--- src/rtl/window_gen_kxk_if.sv ---
// Window generator bus: BRAM read port, 3x3 window output to the MAC and frame control.
// master = window generator, slave = BRAM/MAC side.
interface window_gen_kxk_if #(
  parameter int DATA_W = 24,
  parameter int ADDR_W = 17
);
  logic              iStart;
  logic              oCs;
  logic [ADDR_W-1:0] oAddr;
  logic [DATA_W-1:0] iPixel;
  logic [DATA_W-1:0] oOut0, oOut1, oOut2, oOut3, oOut4, oOut5, oOut6, oOut7, oOut8;
  logic              oValid;
  logic              iBusy;
  logic [15:0]       oRow;
  logic [15:0]       oCol;
  logic              oLast;
  logic              oDone;

  modport master (
    input  iStart, iPixel, iBusy,
    output oCs, oAddr, oOut0, oOut1, oOut2, oOut3, oOut4, oOut5, oOut6, oOut7, oOut8,
    output oValid, oRow, oCol, oLast, oDone
  );

  modport slave (
    output iStart, iPixel, iBusy,
    input  oCs, oAddr, oOut0, oOut1, oOut2, oOut3, oOut4, oOut5, oOut6, oOut7, oOut8,
    input  oValid, oRow, oCol, oLast, oDone
  );
endinterface

--- src/rtl/window_gen_kxk.sv ---
// 3x3 window generator over a BRAM frame (optional zero pad, stride 1/2); first window 11 cycles after start.
// iBusy stalls in EMIT with window/coords held and no reads; out-of-frame slots drop oCs and insert zero.
module window_gen_kxk #(
  parameter int DATA_W = 24,
  parameter int ADDR_W = 17,
  parameter int WIDTH  = 480,
  parameter int HEIGHT = 272,
  parameter int PAD    = 1,
  parameter int STRIDE = 1
) (
  input logic             iClk,
  input logic             iRst,
  window_gen_kxk_if.master bus
);
  localparam int OW = (PAD != 0) ? (WIDTH - 1) / STRIDE + 1 : (WIDTH - 3) / STRIDE + 1;
  localparam int OH = (PAD != 0) ? (HEIGHT - 1) / STRIDE + 1 : (HEIGHT - 3) / STRIDE + 1;
  localparam logic [15:0] OW_M1   = 16'(OW - 1);
  localparam logic [15:0] OH_M1   = 16'(OH - 1);
  localparam logic [1:0]  STEP_M1 = 2'(STRIDE - 1);

  typedef enum logic [2:0] {S_IDLE, S_FETCH, S_DRAIN, S_EMIT, S_DONE} state_t;

  state_t            state_q, state_d;
  logic [15:0]       r_q, r_d, c_q, c_d;
  logic [1:0]        frow_q, frow_d, fcol_q, fcol_d;
  logic              row_start_q, row_start_d;
  logic              cs_q, cs_d;
  logic [ADDR_W-1:0] addr_q, addr_d;
  logic              valid_q, valid_d, last_q, last_d, done_q, done_d;
  logic              cap_vld_q, cap_vld_d, cap_oob_q, cap_oob_d;
  logic [1:0]        cap_row_q, cap_row_d;
  logic [DATA_W-1:0] nc0_q, nc0_d, nc1_q, nc1_d;
  logic [DATA_W-1:0] win_q [9];
  logic [DATA_W-1:0] win_d [9];
  logic [DATA_W-1:0] pix;
  logic              xfer;
  int                ir, ic;

  always_comb begin
    state_d     = state_q;
    r_d         = r_q;
    c_d         = c_q;
    frow_d      = frow_q;
    fcol_d      = fcol_q;
    row_start_d = row_start_q;
    nc0_d       = nc0_q;
    nc1_d       = nc1_q;
    win_d       = win_q;
    cs_d        = 1'b0;
    addr_d      = '0;
    ir          = 0;
    ic          = 0;
    xfer        = valid_q & ~bus.iBusy;
    pix         = cap_oob_q ? '0 : bus.iPixel;
    // Each issued slot is tagged so its datum lands in the right row next cycle.
    cap_vld_d   = (state_q == S_FETCH);
    cap_oob_d   = ~cs_q;
    cap_row_d   = frow_q;

    case (state_q)
      S_IDLE: begin
        if (bus.iStart) begin
          state_d     = S_FETCH;
          r_d         = '0;
          c_d         = '0;
          row_start_d = 1'b1;
          frow_d      = '0;
          fcol_d      = '0;
        end
      end
      S_FETCH: begin
        if (frow_q == 2'd2) begin
          frow_d = '0;
          if (fcol_q == (row_start_q ? 2'd2 : STEP_M1)) state_d = S_DRAIN;
          else fcol_d = fcol_q + 2'd1;
        end else begin
          frow_d = frow_q + 2'd1;
        end
      end
      S_DRAIN: state_d = S_EMIT;
      S_EMIT: begin
        if (xfer) begin
          frow_d = '0;
          fcol_d = '0;
          if (c_q < OW_M1) begin
            c_d         = c_q + 16'd1;
            row_start_d = 1'b0;
            state_d     = S_FETCH;
          end else if (r_q < OH_M1) begin
            r_d         = r_q + 16'd1;
            c_d         = '0;
            row_start_d = 1'b1;
            state_d     = S_FETCH;
          end else begin
            state_d = S_DONE;
          end
        end
      end
      S_DONE:  state_d = S_IDLE;
      default: state_d = S_IDLE;
    endcase

    // Address of the slot presented next cycle; a row start refetches all three columns.
    if (state_d == S_FETCH) begin
      ir = int'(r_d) * STRIDE - PAD + int'(frow_d);
      ic = int'(c_d) * STRIDE - PAD + (row_start_d ? 0 : 3 - STRIDE) + int'(fcol_d);
      if (ir >= 0 && ir < HEIGHT && ic >= 0 && ic < WIDTH) begin
        cs_d   = 1'b1;
        addr_d = ADDR_W'(ir * WIDTH + ic);
      end
    end

    valid_d = (state_d == S_EMIT);
    last_d  = valid_d && (r_d == OH_M1) && (c_d == OW_M1);
    done_d  = (state_d == S_DONE);

    if (cap_vld_q) begin
      case (cap_row_q)
        2'd0:    nc0_d = pix;
        2'd1:    nc1_d = pix;
        default: begin
          for (int k = 0; k < 3; k++) begin
            win_d[3*k]   = win_q[3*k+1];
            win_d[3*k+1] = win_q[3*k+2];
          end
          win_d[2] = nc0_q;
          win_d[5] = nc1_q;
          win_d[8] = pix;
        end
      endcase
    end
  end

  always_ff @(posedge iClk) begin
    if (iRst) begin
      state_q     <= S_IDLE;
      r_q         <= '0;
      c_q         <= '0;
      frow_q      <= '0;
      fcol_q      <= '0;
      row_start_q <= 1'b0;
      cs_q        <= 1'b0;
      addr_q      <= '0;
      valid_q     <= 1'b0;
      last_q      <= 1'b0;
      done_q      <= 1'b0;
      cap_vld_q   <= 1'b0;
      cap_oob_q   <= 1'b0;
      cap_row_q   <= '0;
      nc0_q       <= '0;
      nc1_q       <= '0;
      for (int k = 0; k < 9; k++) win_q[k] <= '0;
    end else begin
      state_q     <= state_d;
      r_q         <= r_d;
      c_q         <= c_d;
      frow_q      <= frow_d;
      fcol_q      <= fcol_d;
      row_start_q <= row_start_d;
      cs_q        <= cs_d;
      addr_q      <= addr_d;
      valid_q     <= valid_d;
      last_q      <= last_d;
      done_q      <= done_d;
      cap_vld_q   <= cap_vld_d;
      cap_oob_q   <= cap_oob_d;
      cap_row_q   <= cap_row_d;
      nc0_q       <= nc0_d;
      nc1_q       <= nc1_d;
      for (int k = 0; k < 9; k++) win_q[k] <= win_d[k];
    end
  end

  assign bus.oCs    = cs_q;
  assign bus.oAddr  = addr_q;
  assign bus.oValid = valid_q;
  assign bus.oLast  = last_q;
  assign bus.oDone  = done_q;
  assign bus.oRow   = r_q;
  assign bus.oCol   = c_q;
  assign bus.oOut0  = win_q[0];
  assign bus.oOut1  = win_q[1];
  assign bus.oOut2  = win_q[2];
  assign bus.oOut3  = win_q[3];
  assign bus.oOut4  = win_q[4];
  assign bus.oOut5  = win_q[5];
  assign bus.oOut6  = win_q[6];
  assign bus.oOut7  = win_q[7];
  assign bus.oOut8  = win_q[8];
endmodule

--- src/flat_wrapper.sv ---
// flat-port wrapper written by rule: the top's interface ports become plain ports
module window_gen_kxk_flat 
#(
  parameter int DATA_W = 24,
  parameter int ADDR_W = 17,
  parameter int WIDTH  = 480,
  parameter int HEIGHT = 272,
  parameter int PAD    = 1,
  parameter int STRIDE = 1
)
  (iClk, iRst, bus_iStart, bus_iPixel, bus_iBusy, bus_oCs, bus_oAddr, bus_oOut0, bus_oOut1, bus_oOut2, bus_oOut3, bus_oOut4, bus_oOut5, bus_oOut6, bus_oOut7, bus_oOut8, bus_oValid, bus_oRow, bus_oCol, bus_oLast, bus_oDone);
  window_gen_kxk_if #(.DATA_W(DATA_W), .ADDR_W(ADDR_W)) bus_i ();
  input logic iClk;
  input logic iRst;
  input wire logic [$bits(bus_i.iStart)-1:0] bus_iStart;
  input wire logic [$bits(bus_i.iPixel)-1:0] bus_iPixel;
  input wire logic [$bits(bus_i.iBusy)-1:0] bus_iBusy;
  output wire logic [$bits(bus_i.oCs)-1:0] bus_oCs;
  output wire logic [$bits(bus_i.oAddr)-1:0] bus_oAddr;
  output wire logic [$bits(bus_i.oOut0)-1:0] bus_oOut0;
  output wire logic [$bits(bus_i.oOut1)-1:0] bus_oOut1;
  output wire logic [$bits(bus_i.oOut2)-1:0] bus_oOut2;
  output wire logic [$bits(bus_i.oOut3)-1:0] bus_oOut3;
  output wire logic [$bits(bus_i.oOut4)-1:0] bus_oOut4;
  output wire logic [$bits(bus_i.oOut5)-1:0] bus_oOut5;
  output wire logic [$bits(bus_i.oOut6)-1:0] bus_oOut6;
  output wire logic [$bits(bus_i.oOut7)-1:0] bus_oOut7;
  output wire logic [$bits(bus_i.oOut8)-1:0] bus_oOut8;
  output wire logic [$bits(bus_i.oValid)-1:0] bus_oValid;
  output wire logic [$bits(bus_i.oRow)-1:0] bus_oRow;
  output wire logic [$bits(bus_i.oCol)-1:0] bus_oCol;
  output wire logic [$bits(bus_i.oLast)-1:0] bus_oLast;
  output wire logic [$bits(bus_i.oDone)-1:0] bus_oDone;
  assign bus_i.iStart = bus_iStart;
  assign bus_i.iPixel = bus_iPixel;
  assign bus_i.iBusy = bus_iBusy;
  assign bus_oCs = bus_i.oCs;
  assign bus_oAddr = bus_i.oAddr;
  assign bus_oOut0 = bus_i.oOut0;
  assign bus_oOut1 = bus_i.oOut1;
  assign bus_oOut2 = bus_i.oOut2;
  assign bus_oOut3 = bus_i.oOut3;
  assign bus_oOut4 = bus_i.oOut4;
  assign bus_oOut5 = bus_i.oOut5;
  assign bus_oOut6 = bus_i.oOut6;
  assign bus_oOut7 = bus_i.oOut7;
  assign bus_oOut8 = bus_i.oOut8;
  assign bus_oValid = bus_i.oValid;
  assign bus_oRow = bus_i.oRow;
  assign bus_oCol = bus_i.oCol;
  assign bus_oLast = bus_i.oLast;
  assign bus_oDone = bus_i.oDone;
  window_gen_kxk #(.DATA_W(DATA_W), .ADDR_W(ADDR_W), .WIDTH(WIDTH), .HEIGHT(HEIGHT), .PAD(PAD), .STRIDE(STRIDE)) u_core (.iClk(iClk), .iRst(iRst), .bus(bus_i));
endmodule
--- config.mk ---
export PLATFORM = sky130hd
export DESIGN_NAME = window_gen_kxk_flat
export DESIGN_NICKNAME = d
export VERILOG_FILES = /design/src/rtl/window_gen_kxk_if.sv /design/src/rtl/window_gen_kxk.sv /design/src/flat_wrapper.sv
export SDC_FILE = /design/constraint.sdc
export NUM_CORES = 1
export LEC_CHECK = 0
export ABC_AREA = 0
export BUFFER_PORTS_ARGS = -buffer_cell sky130_fd_sc_hd__buf_4
export CORE_AREA = 5 5 193 195
export DETAILED_ROUTE_END_ITERATION = 12
export DIE_AREA = 0 0 198 200
export PLACE_DENSITY = 0.76
export SETUP_SLACK_MARGIN = 0.15
export SLEW_MARGIN = 20
export SYNTH_ARGS = -nofsm -noshare
export SYNTH_HDL_FRONTEND = slang
export SYNTH_SLANG_ARGS = --single-unit
export TNS_END_PERCENT = 5
--- constraint.sdc ---
create_clock -name iClk -period 12.7 [get_ports iClk]
set_input_delay 1.905 -clock iClk [delete_from_list [all_inputs] [get_ports iClk]]
set_output_delay 1.905 -clock iClk [all_outputs]
set_load 0.01 [all_outputs]
== Yosys cells after proc, flatten, opt, wreduce, memory -nomap -nowiden ==
Cells that the tools add are included.

* Register bits after elaboration: 329
* Input bits: 28
* Output and inout port bits: 269
* Word-level logic and storage cells: 107

* $add $sub $neg: 10
* $mul: 1
* $lt $le $gt $ge: 6
* Equality and inequality tests: 11
* Mux-type cells: 35
* Bitwise logic cells: 6
* Reduce and logical (&&, ||, !) cells: 13

{| class="wikitable"
|+ Operator list
! kind !! number
|-
| $mux 16 || 8
|-
| $add 32x3->32 || 2
|-
| $ge 32x1->1 const B || 2
|-
| $lt 32x10->1 const B || 2
|-
| $pmux 16 s2 || 2
|-
| $sub 16x1->17 const B || 2
|-
| $add 16x1->16 const B || 2
|-
| $add 32x32->32 || 1
|-
| $eq 16x9->1 const B || 2
|-
| $lt 16x9->1 const B || 2
|-
| $mul 32x5->12 const B || 1
|-
| $mux 24 || 1
|-
| $mux 2 || 9
|-
| $mux 3 || 6
|-
| $add 17x17->17 || 1
|-
| $pmux 2 s3 || 2
|-
| $pmux 3 s4 || 1
|-
| $eq 3x2->1 const B || 3
|-
| $eq 3x1->1 const B || 2
|-
| $reduce_and 2->1 || 3
|-
| $logic_and 1x1->1 || 5
|-
| $mux 1 || 5
|-
| $not 1->1 || 5
|-
| $add 2x1->2 const B || 2
|-
| other kinds (10) || 11
|}

== Longest topological paths before layout ==
* Word-level depth: 13
* Gate-level depth with buffers: 35
* Depth with buffers taken out: 34

== Worst setup path before layout ==
No wires, ideal clock.

* Path kind: input port to flip-flop
* Start point: input port bus_iBusy
* End point: register u_core.addr_q[16], in the netlist u_core.bus.oAddr[16]
* Setup time: 0.131 ns
* Arrival: 7.975 ns
* Setup slack: 4.594 ns
* Cell stages on the path: 32
* Cell sequence: nand2b_1 > buf_1 > nor4_2 > nand3_1 > mux2_2 > ha_1 > buf_1 > inv_1 > o32a_1 > clkbuf_1 > a21o_1 > and2_1 > nand2b_1 > mux2i_1 > a21o_1 > xnor2_1 > inv_1 > fa_1 > fa_1 > inv_1 > ha_1 > inv_1 > nor2_1 > o21ai_0 > nand2b_1 > a21oi_1 > xnor2_1 > ha_1 > o41ai_1 > xnor2_1 > nand2_1 > nor4b_2

* Longest elaborated chain between the ends: 12
* Elaborated cells on any way between the ends: 33

{| class="wikitable"
|+ RTL lines
! element !! line !! RTL
|-
| start: declaration || flat_wrapper.sv:17 || <nowiki>input wire logic [$bits(bus_i.iBusy)-1:0] bus_iBusy;</nowiki>
|-
| $not 1->1 * || window_gen_kxk.sv:53 || <nowiki>xfer = valid_q & ~bus.iBusy;</nowiki>
|-
| $and 1x1->1 * || window_gen_kxk.sv:53 ||
|-
| parallel branches: the longest is 10 deep, another holds $add 32x3->32 || -- ||
|-
| end signal: assignment || window_gen_kxk.sv:161 || <nowiki>addr_q <= addr_d;</nowiki>
|-
| end: declaration || window_gen_kxk.sv:28 || <nowiki>logic [ADDR_W-1:0] addr_q, addr_d;</nowiki>
|}

Every way passes the cells marked *.
A chain may end at the register's enable or synchronous reset.

== Worst setup path in the final report ==
Ends and elaborated chain as after synthesis.

==> results.ini <==
[route]
top_layer = met4
vias = 14642
viasPerCell = 5.43
met3RoutedLength_um = 3390
drcViolationCount = 0
drt-total-wl_um = 48200
firstDrtPassIters = 7
drt_iter0_markers = 1137
met2_length_um = 23600
wl_met1_um = 19300
ant_nets = 0
wire_per_inst_um = 17.9

[die]
start_util_pct = 44.6
dieHeight_um = 200
die_w_um = 198
die-area_sq_mm = 0.0396
ios = 297
core_sq_mm = 0.0352
rows = 69

[critical_path]
cp.arrival_ns = 8.76
crit_type = in2reg
critPathLaunchType = primary input
critPathMaxStageDelay_ns = 0.52
crit_path_max_fanout = 10
r2r_end = u_core.bus.oAddr[16]
crit_slowest_cell = fa_1
reg2reg_depth = 30
cp.required_ns = 13.13
reg2reg_setup_slack_ns = 4.81
cp-end-kind = flop
cp_common_cell = inv_1
r2r_start = u_core.bus.oCol[0]

[synthesis]
synth-edff-count = 0
yosys-top-cells-count = 597 x nand2_1, 329 x dfxtp_1, 306 x a21oi_1
synth.most_common_cell = nand2_1
async_flop_share_pct = 0
yosysSeqAreaShare_pct = 41.9
synth_nets = 2082
syn_area_sq_mm = 0.0157
synthTopCellsByArea = dfxtp_1 42%, nand2_1 14%, a21oi_1 9.7%
yosysTopAreaCellShare_pct = 41.9
synth_ff_type = dfxtp_1
synth_area_per_cell_sq_um = 7.89
ys_types = 95
yosys_register_bits = 329
synthCells = 1992
synth_top_area_cell = dfxtp_1
yosysWarnings = 0

[timing]
finalHoldViolCount = 0
drv_slew = 0
min_period_ns = 8.34
fmax_mhz = 120
max_slew_margin_pct = 28.0
worstMarginPinSlew_ns = 1.08
setup_violations = 0
finalSetupTns_ns = 0
period_share_pct = 65.6
finClkSkew_ns = 0.0149
hold_slack_ns = 0.433
rsz0062_at_grt = false

[place]
hpwlAfterDp_um = 34800
dpl_cell_area_sq_mm = 0.0181
numPortBuffers = 296
place.gp.congestion = 0.882

[cts]
clock_latency_ns = 0.52
htreeDepth = 2
cts_tree = yes
clk_pin_slew_worst_paths_ns = 0.06
clockBufferDepth = 3
cts_root_buf = clkbuf_16
ctsHoldBuffers = 0
cts_sinks = 329
cts_resized = 0
postCtsSetupRepairBufs = 0
cts_inserted_buffers = 36

[grt]
antenna_found_initial = 0
grt_pass1_wl_um = 74200
overflow = 0
grt_usage_pct = 22.9
grt_pass1_vias = 13724
grt_max_degree = 208

[power]
pwr-share-clk_pct = 33.8
p_leak_nw = 7.75
power.share.sequential_pct = 32.6
p_switching_mw = 1.02
combPwrFrac_pct = 33.6
internal_power_mw = 2.18
switching_share_pct = 31.9
vdd_drop_max_v = 0.000596
p_per_area_mw_per_mm2 = 165

[outcome]
status = finished clean

[final_layout]
layout-drive-gt1-share_pct = 18.8
area_growth_syn_to_layout_pct = 23.0
final_core_util_pct = 54.9
fin_area_sq_mm = 0.0193
diodes = 0
nets = 2300

[worst_hold_path]
worstHoldEndpoint = u_core.cap_oob_q
min_from = u_core.bus.oCs
hp-class = reg2reg
holdPathStages = 1

[run]
cap_violations = 0

## layout by cell type, fill, tap and decap left out, types with 22 or more instances in the layout
cell	instances
nand2_1	596
inv_1	69
nor2_1	68
dfxtp_1	329
nor3_1	30
a21oi_1	306
nand3_1	25
and2_1	22
ha_1	43
xnor2_1	31
buf_4	302
clkbuf_16	37
nor2b_1	35
xor2_1	28
o21ai_0	26
## power by group through the flow
stage                     clock, mW  combinational (mW)  sequential [mW]
after floorplan                   0               0.896             1.06
after global routing           1.15                1.22             1.04
after global placement            0                1.04             1.06
after detailed placement          0                1.07             1.06
final                          1.08                1.07             1.04
after CTS                      1.11                1.08             1.04
## area by class of cell
type,instances,area [sq um]
Tap cell,461,577
Multi-Input combinational cell,1470,8370
Timing Repair Buffer,304,2300
Sequential cell,329,6590
Clock buffer,51,1080
Clock inverter,13,158
Inverter,69,259
Fill cell,3252,15900
## worst max-delay path by stage
stage | startpoint | to | slack [ns] | cells after the start
2_1_floorplan | bus_iBusy | u_core.bus.oAddr[16] | 4.59 | 32
3_5_place_dp | bus_iBusy | u_core.bus.oAddr[16] | 3.88 | 30
6_report | bus_iBusy | u_core.bus.oAddr[16] | 4.36 | 30
3_3_place_gp | bus_iBusy | u_core.bus.oAddr[16] | 4.05 | 30
5_1_grt | bus_iBusy | u_core.bus.oAddr[16] | 3.92 | 30
4_1_cts | bus_iBusy | u_core.bus.oAddr[16] | 4.41 | 30
## metal layers
metal  GRT usage, %  vias to the layer above
li1               -                     7126
met5              0                        -
met2           39.5                      506
met1           28.5                     6906
met4           9.21                        0
met3           4.15                      104
## kinds of logic after synthesis
kind of cell    synth area share [%]
compound gates                  17.0
xor+xnor                        3.46
fa+ha+maj                       5.85
buf+inv                         4.96
flops                           41.9
mux                            0.725
simple gates                    26.1
## flip-flops by register name, indices dropped and copies added (netlist names), 3 cells and up
register / cells
u_core.bus.oOut7: 24
u_core.bus.oOut8: 24
u_core.bus.oOut5: 24
u_core.nc0_q: 24
u_core.bus.oOut4: 24
u_core.bus.oOut0: 24
u_core.bus.oOut1: 24
u_core.bus.oCol: 16
u_core.bus.oAddr: 17
u_core.bus.oOut6: 24
u_core.bus.oOut2: 24
u_core.bus.oRow: 16
u_core.state_q: 3
u_core.nc1_q: 24
u_core.bus.oOut3: 24
## worst max-delay path, delay by kind of cell
kind / cells / cell delay, ns
xor+xnor: 3 / 0.57
simple gates: 9 / 1.69
compound gates: 6 / 1.64
buf+inv: 5 / 0.48
mux: 2 / 0.49
fa+ha+maj: 5 / 1.97
## through the flow
stage / setup slack [ns] / instances / power (mW)
finish: 4.36 / 2697 / 3.20
global route: 3.92 / 2697 / 3.41
CTS: 4.41 / 2697 / 3.22
detailed placement: 3.88 / 2633 / 2.13
global placement: 4.05 / 2633 / 2.10
floorplan: 4.59 / 1992 / 1.96
(Power assumes the default switching activity.)
